==> config.mk <==
export PLATFORM = sky130hd
export DESIGN_NAME = fp_align_pipe
export DESIGN_NICKNAME = d
export VERILOG_FILES = /design/src/rtl/fp_align_pipe.sv
export SDC_FILE = /design/constraint.sdc
export NUM_CORES = 1
export LEC_CHECK = 0
export ABC_CLOCK_PERIOD_IN_PS = 4170
export BUFFER_PORTS_ARGS = -buffer_cell sky130_fd_sc_hd__buf_2
export CAP_MARGIN = 20
export CORE_ASPECT_RATIO = 0.9
export CORE_MARGIN = 1.5
export CORE_UTILIZATION = 52
export DETAILED_ROUTE_END_ITERATION = 7
export PLACE_DENSITY = 0.78
export SKIP_CTS_REPAIR_TIMING = 1
export SYNTH_ARGS = -nofsm -noshare
export SYNTH_HDL_FRONTEND = slang
export SYNTH_SLANG_ARGS = --single-unit
==> constraint.sdc <==
create_clock -name I_Clk -period 4.17 [get_ports I_Clk]
set_input_delay 0.417 -clock I_Clk [delete_from_list [all_inputs] [get_ports I_Clk]]
set_output_delay 0.417 -clock I_Clk [all_outputs]
set_load 0.1 [all_outputs]
==> src/rtl/fp_align_pipe.sv <==
// fp_align_pipe -- two-stage floating-point operand alignment pipeline.
//
// Takes an operand pair (sign, biased exponent, mantissa with hidden bit)
// plus an add/subtract opcode. It orders the pair by magnitude and shifts
// the smaller mantissa right so that both share the larger exponent. The
// shifted mantissa carries guard/round/sticky bits.
//
//   S1 (compare/swap): registers the large/small operands, the exponent
//                      difference d, the effective-subtract flag and the
//                      result sign.
//   S2 (shift/sticky): performs the alignment shift and drives the outputs.
//
// Ports
//   I_Clk, I_Reset                      clock, asynchronous active-high reset
//   I_Valid / O_Ready                   input handshake
//   I_Op                                0 = add, 1 = subtract (op1 - op2)
//   I_Sign_Op*, I_Exp_Op*, I_Mantissa_Op*  operand fields (E / M+1 bits)
//   O_Valid / I_Ready                   output handshake
//   O_Exp, O_Sign, O_Eff_Sub, O_Swap    aligned result descriptors
//   O_Mant_Large                        {larger mantissa, 3'b000}
//   O_Mant_Small                        {aligned smaller mantissa, G, R, S}
module fp_align_pipe #(
  parameter int PRECISION = 32,
  parameter int GRS_EN    = 1,
  localparam int E = (PRECISION == 16) ? 5  : (PRECISION == 64) ? 11 : 8,
  localparam int M = (PRECISION == 16) ? 10 : (PRECISION == 64) ? 52 : 23,
  localparam int W = M + 4
) (
  input  logic         I_Clk,
  input  logic         I_Reset,
  input  logic         I_Valid,
  output logic         O_Ready,
  input  logic         I_Op,
  input  logic         I_Sign_Op1,
  input  logic         I_Sign_Op2,
  input  logic [E-1:0] I_Exp_Op1,
  input  logic [E-1:0] I_Exp_Op2,
  input  logic [M:0]   I_Mantissa_Op1,
  input  logic [M:0]   I_Mantissa_Op2,
  output logic         O_Valid,
  input  logic         I_Ready,
  output logic [E-1:0] O_Exp,
  output logic         O_Sign,
  output logic         O_Eff_Sub,
  output logic         O_Swap,
  output logic [W-1:0] O_Mant_Large,
  output logic [W-1:0] O_Mant_Small
);

  // Stage 1 state
  logic         s1_valid_q, s1_valid_d;
  logic [E-1:0] s1_exp_l_q, s1_exp_l_d;
  logic [E-1:0] s1_d_q, s1_d_d;
  logic [M:0]   s1_mant_l_q, s1_mant_l_d;
  logic [M:0]   s1_mant_s_q, s1_mant_s_d;
  logic         s1_eff_sub_q, s1_eff_sub_d;
  logic         s1_sign_q, s1_sign_d;
  logic         s1_swap_q, s1_swap_d;

  // Stage 2 state (drives the outputs directly)
  logic         s2_valid_q, s2_valid_d;
  logic [E-1:0] s2_exp_q, s2_exp_d;
  logic         s2_sign_q, s2_sign_d;
  logic         s2_eff_sub_q, s2_eff_sub_d;
  logic         s2_swap_q, s2_swap_d;
  logic [W-1:0] s2_mant_l_q, s2_mant_l_d;
  logic [W-1:0] s2_mant_s_q, s2_mant_s_d;

  logic s1_load, s2_load;
  logic swap_c;

  // A stage loads when it is empty or when its successor loads this cycle.
  assign s2_load = ~s2_valid_q | I_Ready;
  assign s1_load = ~s1_valid_q | s2_load;
  assign O_Ready = s1_load;

  // Equal exponent and equal mantissa leaves the operands in place.
  assign swap_c = (I_Exp_Op2 > I_Exp_Op1) ||
                  ((I_Exp_Op2 == I_Exp_Op1) && (I_Mantissa_Op2 > I_Mantissa_Op1));

  always_comb begin
    s1_valid_d   = s1_valid_q;
    s1_exp_l_d   = s1_exp_l_q;
    s1_d_d       = s1_d_q;
    s1_mant_l_d  = s1_mant_l_q;
    s1_mant_s_d  = s1_mant_s_q;
    s1_eff_sub_d = s1_eff_sub_q;
    s1_sign_d    = s1_sign_q;
    s1_swap_d    = s1_swap_q;
    if (s1_load) begin
      s1_valid_d = I_Valid;
      // Data only changes on a real transfer, so idle cycles keep it quiet.
      if (I_Valid) begin
        s1_swap_d    = swap_c;
        s1_eff_sub_d = I_Sign_Op1 ^ I_Sign_Op2 ^ I_Op;
        if (swap_c) begin
          s1_exp_l_d  = I_Exp_Op2;
          s1_d_d      = I_Exp_Op2 - I_Exp_Op1;
          s1_mant_l_d = I_Mantissa_Op2;
          s1_mant_s_d = I_Mantissa_Op1;
          s1_sign_d   = I_Sign_Op2 ^ I_Op;
        end else begin
          s1_exp_l_d  = I_Exp_Op1;
          s1_d_d      = I_Exp_Op1 - I_Exp_Op2;
          s1_mant_l_d = I_Mantissa_Op1;
          s1_mant_s_d = I_Mantissa_Op2;
          s1_sign_d   = I_Sign_Op1;
        end
      end
    end
  end

  // Alignment shift. The difference is zero-extended to 32 bits before
  // shifting, so a large d never wraps. Once d >= W the shifted value is
  // zero and the lost-bit mask covers the whole field, which reduces the
  // result to a lone sticky bit equal to |mant_s with no special case.
  logic [31:0]  d_ext;
  logic [W-1:0] ext, shifted, lost_mask, small_c;
  logic         sticky;

  always_comb begin
    d_ext     = {{(32-E){1'b0}}, s1_d_q};
    ext       = {s1_mant_s_q, 3'b000};
    shifted   = ext >> d_ext;
    lost_mask = ~({W{1'b1}} << d_ext);
    sticky    = |(ext & lost_mask);
    small_c   = {shifted[W-1:1], shifted[0] | sticky};
    if (GRS_EN == 0) small_c[2:0] = 3'b000;
  end

  always_comb begin
    s2_valid_d   = s2_valid_q;
    s2_exp_d     = s2_exp_q;
    s2_sign_d    = s2_sign_q;
    s2_eff_sub_d = s2_eff_sub_q;
    s2_swap_d    = s2_swap_q;
    s2_mant_l_d  = s2_mant_l_q;
    s2_mant_s_d  = s2_mant_s_q;
    if (s2_load) begin
      s2_valid_d = s1_valid_q;
      if (s1_valid_q) begin
        s2_exp_d     = s1_exp_l_q;
        s2_sign_d    = s1_sign_q;
        s2_eff_sub_d = s1_eff_sub_q;
        s2_swap_d    = s1_swap_q;
        s2_mant_l_d  = {s1_mant_l_q, 3'b000};
        s2_mant_s_d  = small_c;
      end
    end
  end

  always_ff @(posedge I_Clk or posedge I_Reset) begin
    if (I_Reset) begin
      s1_valid_q   <= 1'b0;
      s1_exp_l_q   <= '0;
      s1_d_q       <= '0;
      s1_mant_l_q  <= '0;
      s1_mant_s_q  <= '0;
      s1_eff_sub_q <= 1'b0;
      s1_sign_q    <= 1'b0;
      s1_swap_q    <= 1'b0;
      s2_valid_q   <= 1'b0;
      s2_exp_q     <= '0;
      s2_sign_q    <= 1'b0;
      s2_eff_sub_q <= 1'b0;
      s2_swap_q    <= 1'b0;
      s2_mant_l_q  <= '0;
      s2_mant_s_q  <= '0;
    end else begin
      s1_valid_q   <= s1_valid_d;
      s1_exp_l_q   <= s1_exp_l_d;
      s1_d_q       <= s1_d_d;
      s1_mant_l_q  <= s1_mant_l_d;
      s1_mant_s_q  <= s1_mant_s_d;
      s1_eff_sub_q <= s1_eff_sub_d;
      s1_sign_q    <= s1_sign_d;
      s1_swap_q    <= s1_swap_d;
      s2_valid_q   <= s2_valid_d;
      s2_exp_q     <= s2_exp_d;
      s2_sign_q    <= s2_sign_d;
      s2_eff_sub_q <= s2_eff_sub_d;
      s2_swap_q    <= s2_swap_d;
      s2_mant_l_q  <= s2_mant_l_d;
      s2_mant_s_q  <= s2_mant_s_d;
    end
  end

  assign O_Valid      = s2_valid_q;
  assign O_Exp        = s2_exp_q;
  assign O_Sign       = s2_sign_q;
  assign O_Eff_Sub    = s2_eff_sub_q;
  assign O_Swap       = s2_swap_q;
  assign O_Mant_Large = s2_mant_l_q;
  assign O_Mant_Small = s2_mant_s_q;

endmodule
=== Yosys cells after proc, flatten, opt, wreduce, memory -nomap -nowiden ===
Index checks and enable logic that the tools add are counted.

* Bits in registers: 131
* Bits of input ports: 71
* Output and inout port bits: 67
* Word-level logic and storage cells: 42

* Add/sub/neg operators: 2
* Magnitude comparators: 2
* Equal/unequal tests: 1
* Shift-type cells: 2
* Muxes and demuxes: 5
* Bitwise gates (word level): 10
* Reduce and logical (&&, ||, !) cells: 5

{| class="wikitable"
|+ Operator list
! cell !! count
|-
| 2-to-1 mux 24 bit || 2
|-
| AND 27 bit || 1
|-
| NOT 27 bit || 1
|-
| OR reduction 27 bit || 1
|-
| left shift 27 x 8 -> 27 bit (first input constant) || 1
|-
| right shift 27 x 8 -> 27 bit || 1
|-
| > comparator 24 bit || 1
|-
| 2-to-1 mux 8 bit || 2
|-
| subtractor 8 bit || 2
|-
| equality test 8 bit || 1
|-
| > comparator 8 bit || 1
|-
| AND reduction 2 bit || 2
|-
| bitwise OR 1 bit || 3
|-
| XOR 1 bit || 3
|-
| NOT 1 bit || 2
|-
| logical AND 1 bit || 1
|-
| logical OR 1 bit || 1
|-
| 2-to-1 mux 1 bit || 1
|}

=== Depth between registers and ports, before layout ===
* Depth after elaboration: 5
* Depth in mapped cells: 12
* Mapped depth without buffers: 10

=== Worst setup path after synthesis ===
OpenSTA, ideal clock, no wires.

* Path type: reg-to-reg
* From: register s2_valid_q (netlist: O_Valid)
* To: register s1_d_q[0]
* Setup time: 0.134 ns
* Arrival: 3.076 ns
* Data required time: 4.036 ns
* Slack: 0.960 ns
* Stages on the path, launching flop included: 6
* Path buffers: 2
* Clock period less this slack: 3.210 ns
* Cell sequence: dfrtp_1 -> nand3b_1 -> nand2_1 -> clkbuf_1 -> clkbuf_1 -> o21ai_0

* Cells in the longest elaborated chain, start to end: 4

{| class="wikitable"
|+ Ends and longest elaborated chain
! item !! line !! source
|-
| start: declaration || 61 || <nowiki>logic s2_valid_q, s2_valid_d;</nowiki>
|-
| start signal: assignment || 178 || <nowiki>s2_valid_q <= s2_valid_d;</nowiki>
|-
| NOT 1 bit || 73 || <nowiki>assign s2_load = ~s2_valid_q | I_Ready;</nowiki>
|-
| bitwise OR 1 bit || 73 ||
|-
| bitwise OR 1 bit || 74 || <nowiki>assign s1_load = ~s1_valid_q | s2_load;</nowiki>
|-
| via O_Ready || 32 || <nowiki>output logic O_Ready,</nowiki>
|-
| AND reduction 2 bit (no line) || n/a ||
|-
| end signal: assignment || 156 || <nowiki>s1_d_q <= '0;</nowiki>
|-
| end signal: assignment || 172 || <nowiki>s1_d_q <= s1_d_d;</nowiki>
|-
| end: declaration || 53 || <nowiki>logic [E-1:0] s1_d_q, s1_d_d;</nowiki>
|}

The timed path passes the listed nets, and every way through them passes these cells.
A chain may end at the register's enable or synchronous reset.

=== Final worst setup path ===
* From: input port I_Mantissa_Op1[20]
* To: register s1_mant_l_q[9]

* Cells in the longest elaborated chain, start to end: 4

{| class="wikitable"
|+ Ends and longest elaborated chain
! item !! line !! source
|-
| start: declaration || 38 || <nowiki>input logic [M:0] I_Mantissa_Op1,</nowiki>
|-
| > comparator 24 bit || 79 || <nowiki>((I_Exp_Op2 == I_Exp_Op1) && (I_Mantissa_Op2 > I_Mantissa_Op1));</nowiki>
|-
| logical AND 1 bit || 79 ||
|-
| logical OR 1 bit || 78 || <nowiki>assign swap_c = (I_Exp_Op2 > I_Exp_Op1) ||</nowiki>
|-
| 2-to-1 mux 24 bit || 96 || <nowiki>if (swap_c) begin</nowiki>
|-
| end signal: assignment || 173 || <nowiki>s1_mant_l_q <= s1_mant_l_d;</nowiki>
|-
| end: declaration || 54 || <nowiki>logic [M:0] s1_mant_l_q, s1_mant_l_d;</nowiki>
|}

Every way passes these cells.

==> flow_summary_export.csv <==
group,metric,value,unit
synthesis,synthTopCellsByCount,"nand2_1, dfrtp_1, o21ai_0",
synthesis,synth_warnings,0,
synthesis,synth_top_area_share,0.401,
detailed_routing,via_per_inst,5.82,
placement,place_ws,0.895,ns
detailed_routing,vias,7217,
global_route,antenna_found_initial,2,
die,start_util,0.532,
clock_tree,cts_sinks,131,
synthesis,synth_top_cell_by_area,"dfrtp_1",
die,die_area,16500,µm²
synthesis,synth_ff_type,"dfrtp_1",
synthesis,ys_top_cells_by_area,"dfrtp_1, nand2_1, ha_1",
clock_tree,root_buffer,"clkbuf_16",
clock_tree,clock_path_buffers,2,
synthesis,syn-cell-area,8180,µm²
detailed_routing,drtAntennaViolNets,0,
setup_path,end_kind,"flip-flop",
global_route,grt_max_degree,105,
synthesis,synth_seq_cells,131,
die,die_x,135,µm
placement,port_buffers,134,
sta,fin_tns_setup,0,ns
synthesis,synth.avg_cell_area,8.94,µm²
sta,finalHoldViolCount,0,
sta,slew_violations,0,
die,ios,138,
placement,gp_congestion,0.922,
sta,post-route-period-util,0.692,
detailed_routing,drc,0,
sta,final.setup.worst_slack,1.29,ns
placement,dp_hpwl,15.3,mm
clock_tree,numCtsBuffers,17,
min_path,hold_class,"in2async",
die,row_count,43,
sta,relSlewSlack,0.360,
finish,final_core_util,0.624,
setup_path,cp-start-kind,"input port",
die,core-area,15400,µm²
finish,syn2layout_area_growth,17.4,%
finish,fillerInstances,1341,
die,die_h,122,µm
global_route,grt_pass1_vias,6932,
global_route,grt_remaining_overflow,0,
synthesis,synthesis.instances,915,
detailed_routing,dr.pass1.iters,5,
setup_path,path_class,"in2reg",
pwr,peakVddDrop,0.000436,V
finish,drive_gt1_frac,0.238,
detailed_routing,drt-total-wl,21.5,mm
finish,nets,1134,
detailed_routing,drtIter0Drc,737,
pwr,leakage,0.00458,µW
global_route,grtUsageTotal,0.272,
synthesis,synth_most_common_cell,"nand2_1",
sta,fin_crit,2.88,ns
finish,fin_cells,1239,
synthesis,synth-edff-count,0,
setup_path,crit_fanout,40,
clock_tree,cts_tree,"yes",
run,cap_violations,0,
setup_path,required,4.46,ns
clock_tree,htreeDepth,4,
clock_tree,clkLatencyLatePin,0.42,ns
sta,worstMarginPinSlew,0.960,ns
placement,dpl.cell_count,1204,
finish,final_cell_area,9610,µm²
synthesis,yosysSeqAreaShare,0.401,
placement,place_area,8960,µm²
detailed_routing,wl_per_cell,17.3,µm
sta,finalClockSkew,0.00774,ns
synthesis,synth.distinct_cells,60,
pwr,p_per_area,634,nW/µm²
clock_tree,cts.clk_slew.worst_paths,0.06,ns
sta,setup_viol,0,
sta,rsz0062_at_grt,"false",
setup_path,critical_path_arrival,3.18,ns
run_status,outcome,"finished, final reports clean",
synthesis,async_flop_share,1.00,
global_route,grt_first_pass_wirelength,35.2,mm
sta,max_freq,347,MHz
-- sequential cells by signal, summed over array words and instances (netlist names), 8 cells and up --
name / cells
O_Exp: 8
O_Mant_Small: 27
s1_exp_l_q: 8
s1_mant_s_q: 24
s1_mant_l_q: 24
s1_d_q: 8
O_Mant_Large: 24
-- path summary, 6_finish.rpt --
path	from	slack, ns	cells after the start	to
worst max-delay path	I_Mantissa_Op1[20]	1.29	12	s1_mant_l_q[9]
worst min-delay path	I_Reset	0.20	2	O_Mant_Large[14]
worst max register to register	s1_d_q[0]	1.33	7	O_Mant_Small[0]
worst min register to register	s1_mant_l_q[15]	0.47	2	s1_mant_l_q[15]
max in group asynchronous	I_Reset	3.01	3	O_Mant_Large[3]
min in group I_Clk	I_Valid	0.22	2	s1_valid_q
-- per-stage QoR --
step / total power, µW / hold slack (ns)
2_1_floorplan: 3950 / 0.446
3_3_place_gp: 4460 / 0.461
3_5_place_dp: 4490 / 0.466
4_1_cts: 6100 / 0.216
5_1_grt: 6380 / 0.252
6_report: 6100 / 0.197
-- critical path, cell delays in order --
cell      delay (ns)
buf_2           0.11
inv_1           0.05
ha_1            0.32
nand3_1         0.11
nor4_1          0.38
o21ai_0         0.15
a21oi_1         0.32
o211ai_2        0.23
nand2_2         0.43
buf_12          0.31
mux2i_1         0.22
o21ai_0         0.09
-- cell usage in the layout, fill, tap and decap left out, types with 5 or more instances in the layout --
| cell | count |
|---|---|
| mux2i_1 | 42 |
| or3_1 | 7 |
| ha_1 | 39 |
| o21ai_0 | 86 |
| nor2b_1 | 9 |
| a22o_1 | 12 |
| nor3_1 | 8 |
| buf_2 | 134 |
| a211oi_1 | 6 |
| nor2_1 | 69 |
| nand3_1 | 24 |
| a21oi_1 | 39 |
| nand4_1 | 6 |
| mux4_2 | 11 |
| o22ai_1 | 8 |
| nand2b_1 | 8 |
| a31oi_1 | 37 |
| and3_1 | 5 |
| clkbuf_16 | 17 |
| buf_4 | 14 |
| dfrtp_1 | 131 |
| mux2_2 | 41 |
| inv_1 | 41 |
| nand2_1 | 148 |
| a21o_1 | 9 |
-- kinds of logic (layout without fill, tap and decap cells) --
group | Yosys count | after routing | synth area share
buffers and inverters | 107 | 225 | 0.0555
AOI/OAI and AO/OA | 234 | 234 | 0.176
other | 1 | 5 | 0.000458
adders and majority gates | 41 | 41 | 0.0645
xor gates and xnor gates | 2 | 2 | 0.00214
and+or+nand+nor | 305 | 305 | 0.163
DFF | 131 | 131 | 0.401
muxes | 94 | 94 | 0.138
-- power breakdown --
group	leakage (µW)	internal [µW]	switching, µW
logic	0.00268	691	2010
clock network	0.000307	1020	581
registers	0.00159	1550	252
-- metal layers --
layer,up-vias,GRT usage,share of wire
met5,-,0,0
met4,0,0.0995,0.030
met3,50,0.0662,0.081
met2,325,0.429,0.45
met1,3392,0.365,0.44
li1,3450,-,-
-- cell type report --
type                            instances  area, µm²  area share
Antenna cell                            2       5.00    0.000521
Clock buffer                           19        443      0.0461
Clock inverter                         13        183      0.0190
Inverter                               43        166      0.0173
Multi-Input combinational cell        679       4470       0.465
Sequential cell                       131       3280       0.341
Tap cell                              202        253      0.0263
Timing Repair Buffer                  150        816      0.0849
No activity file was read; power rests on OpenSTA's default activity.
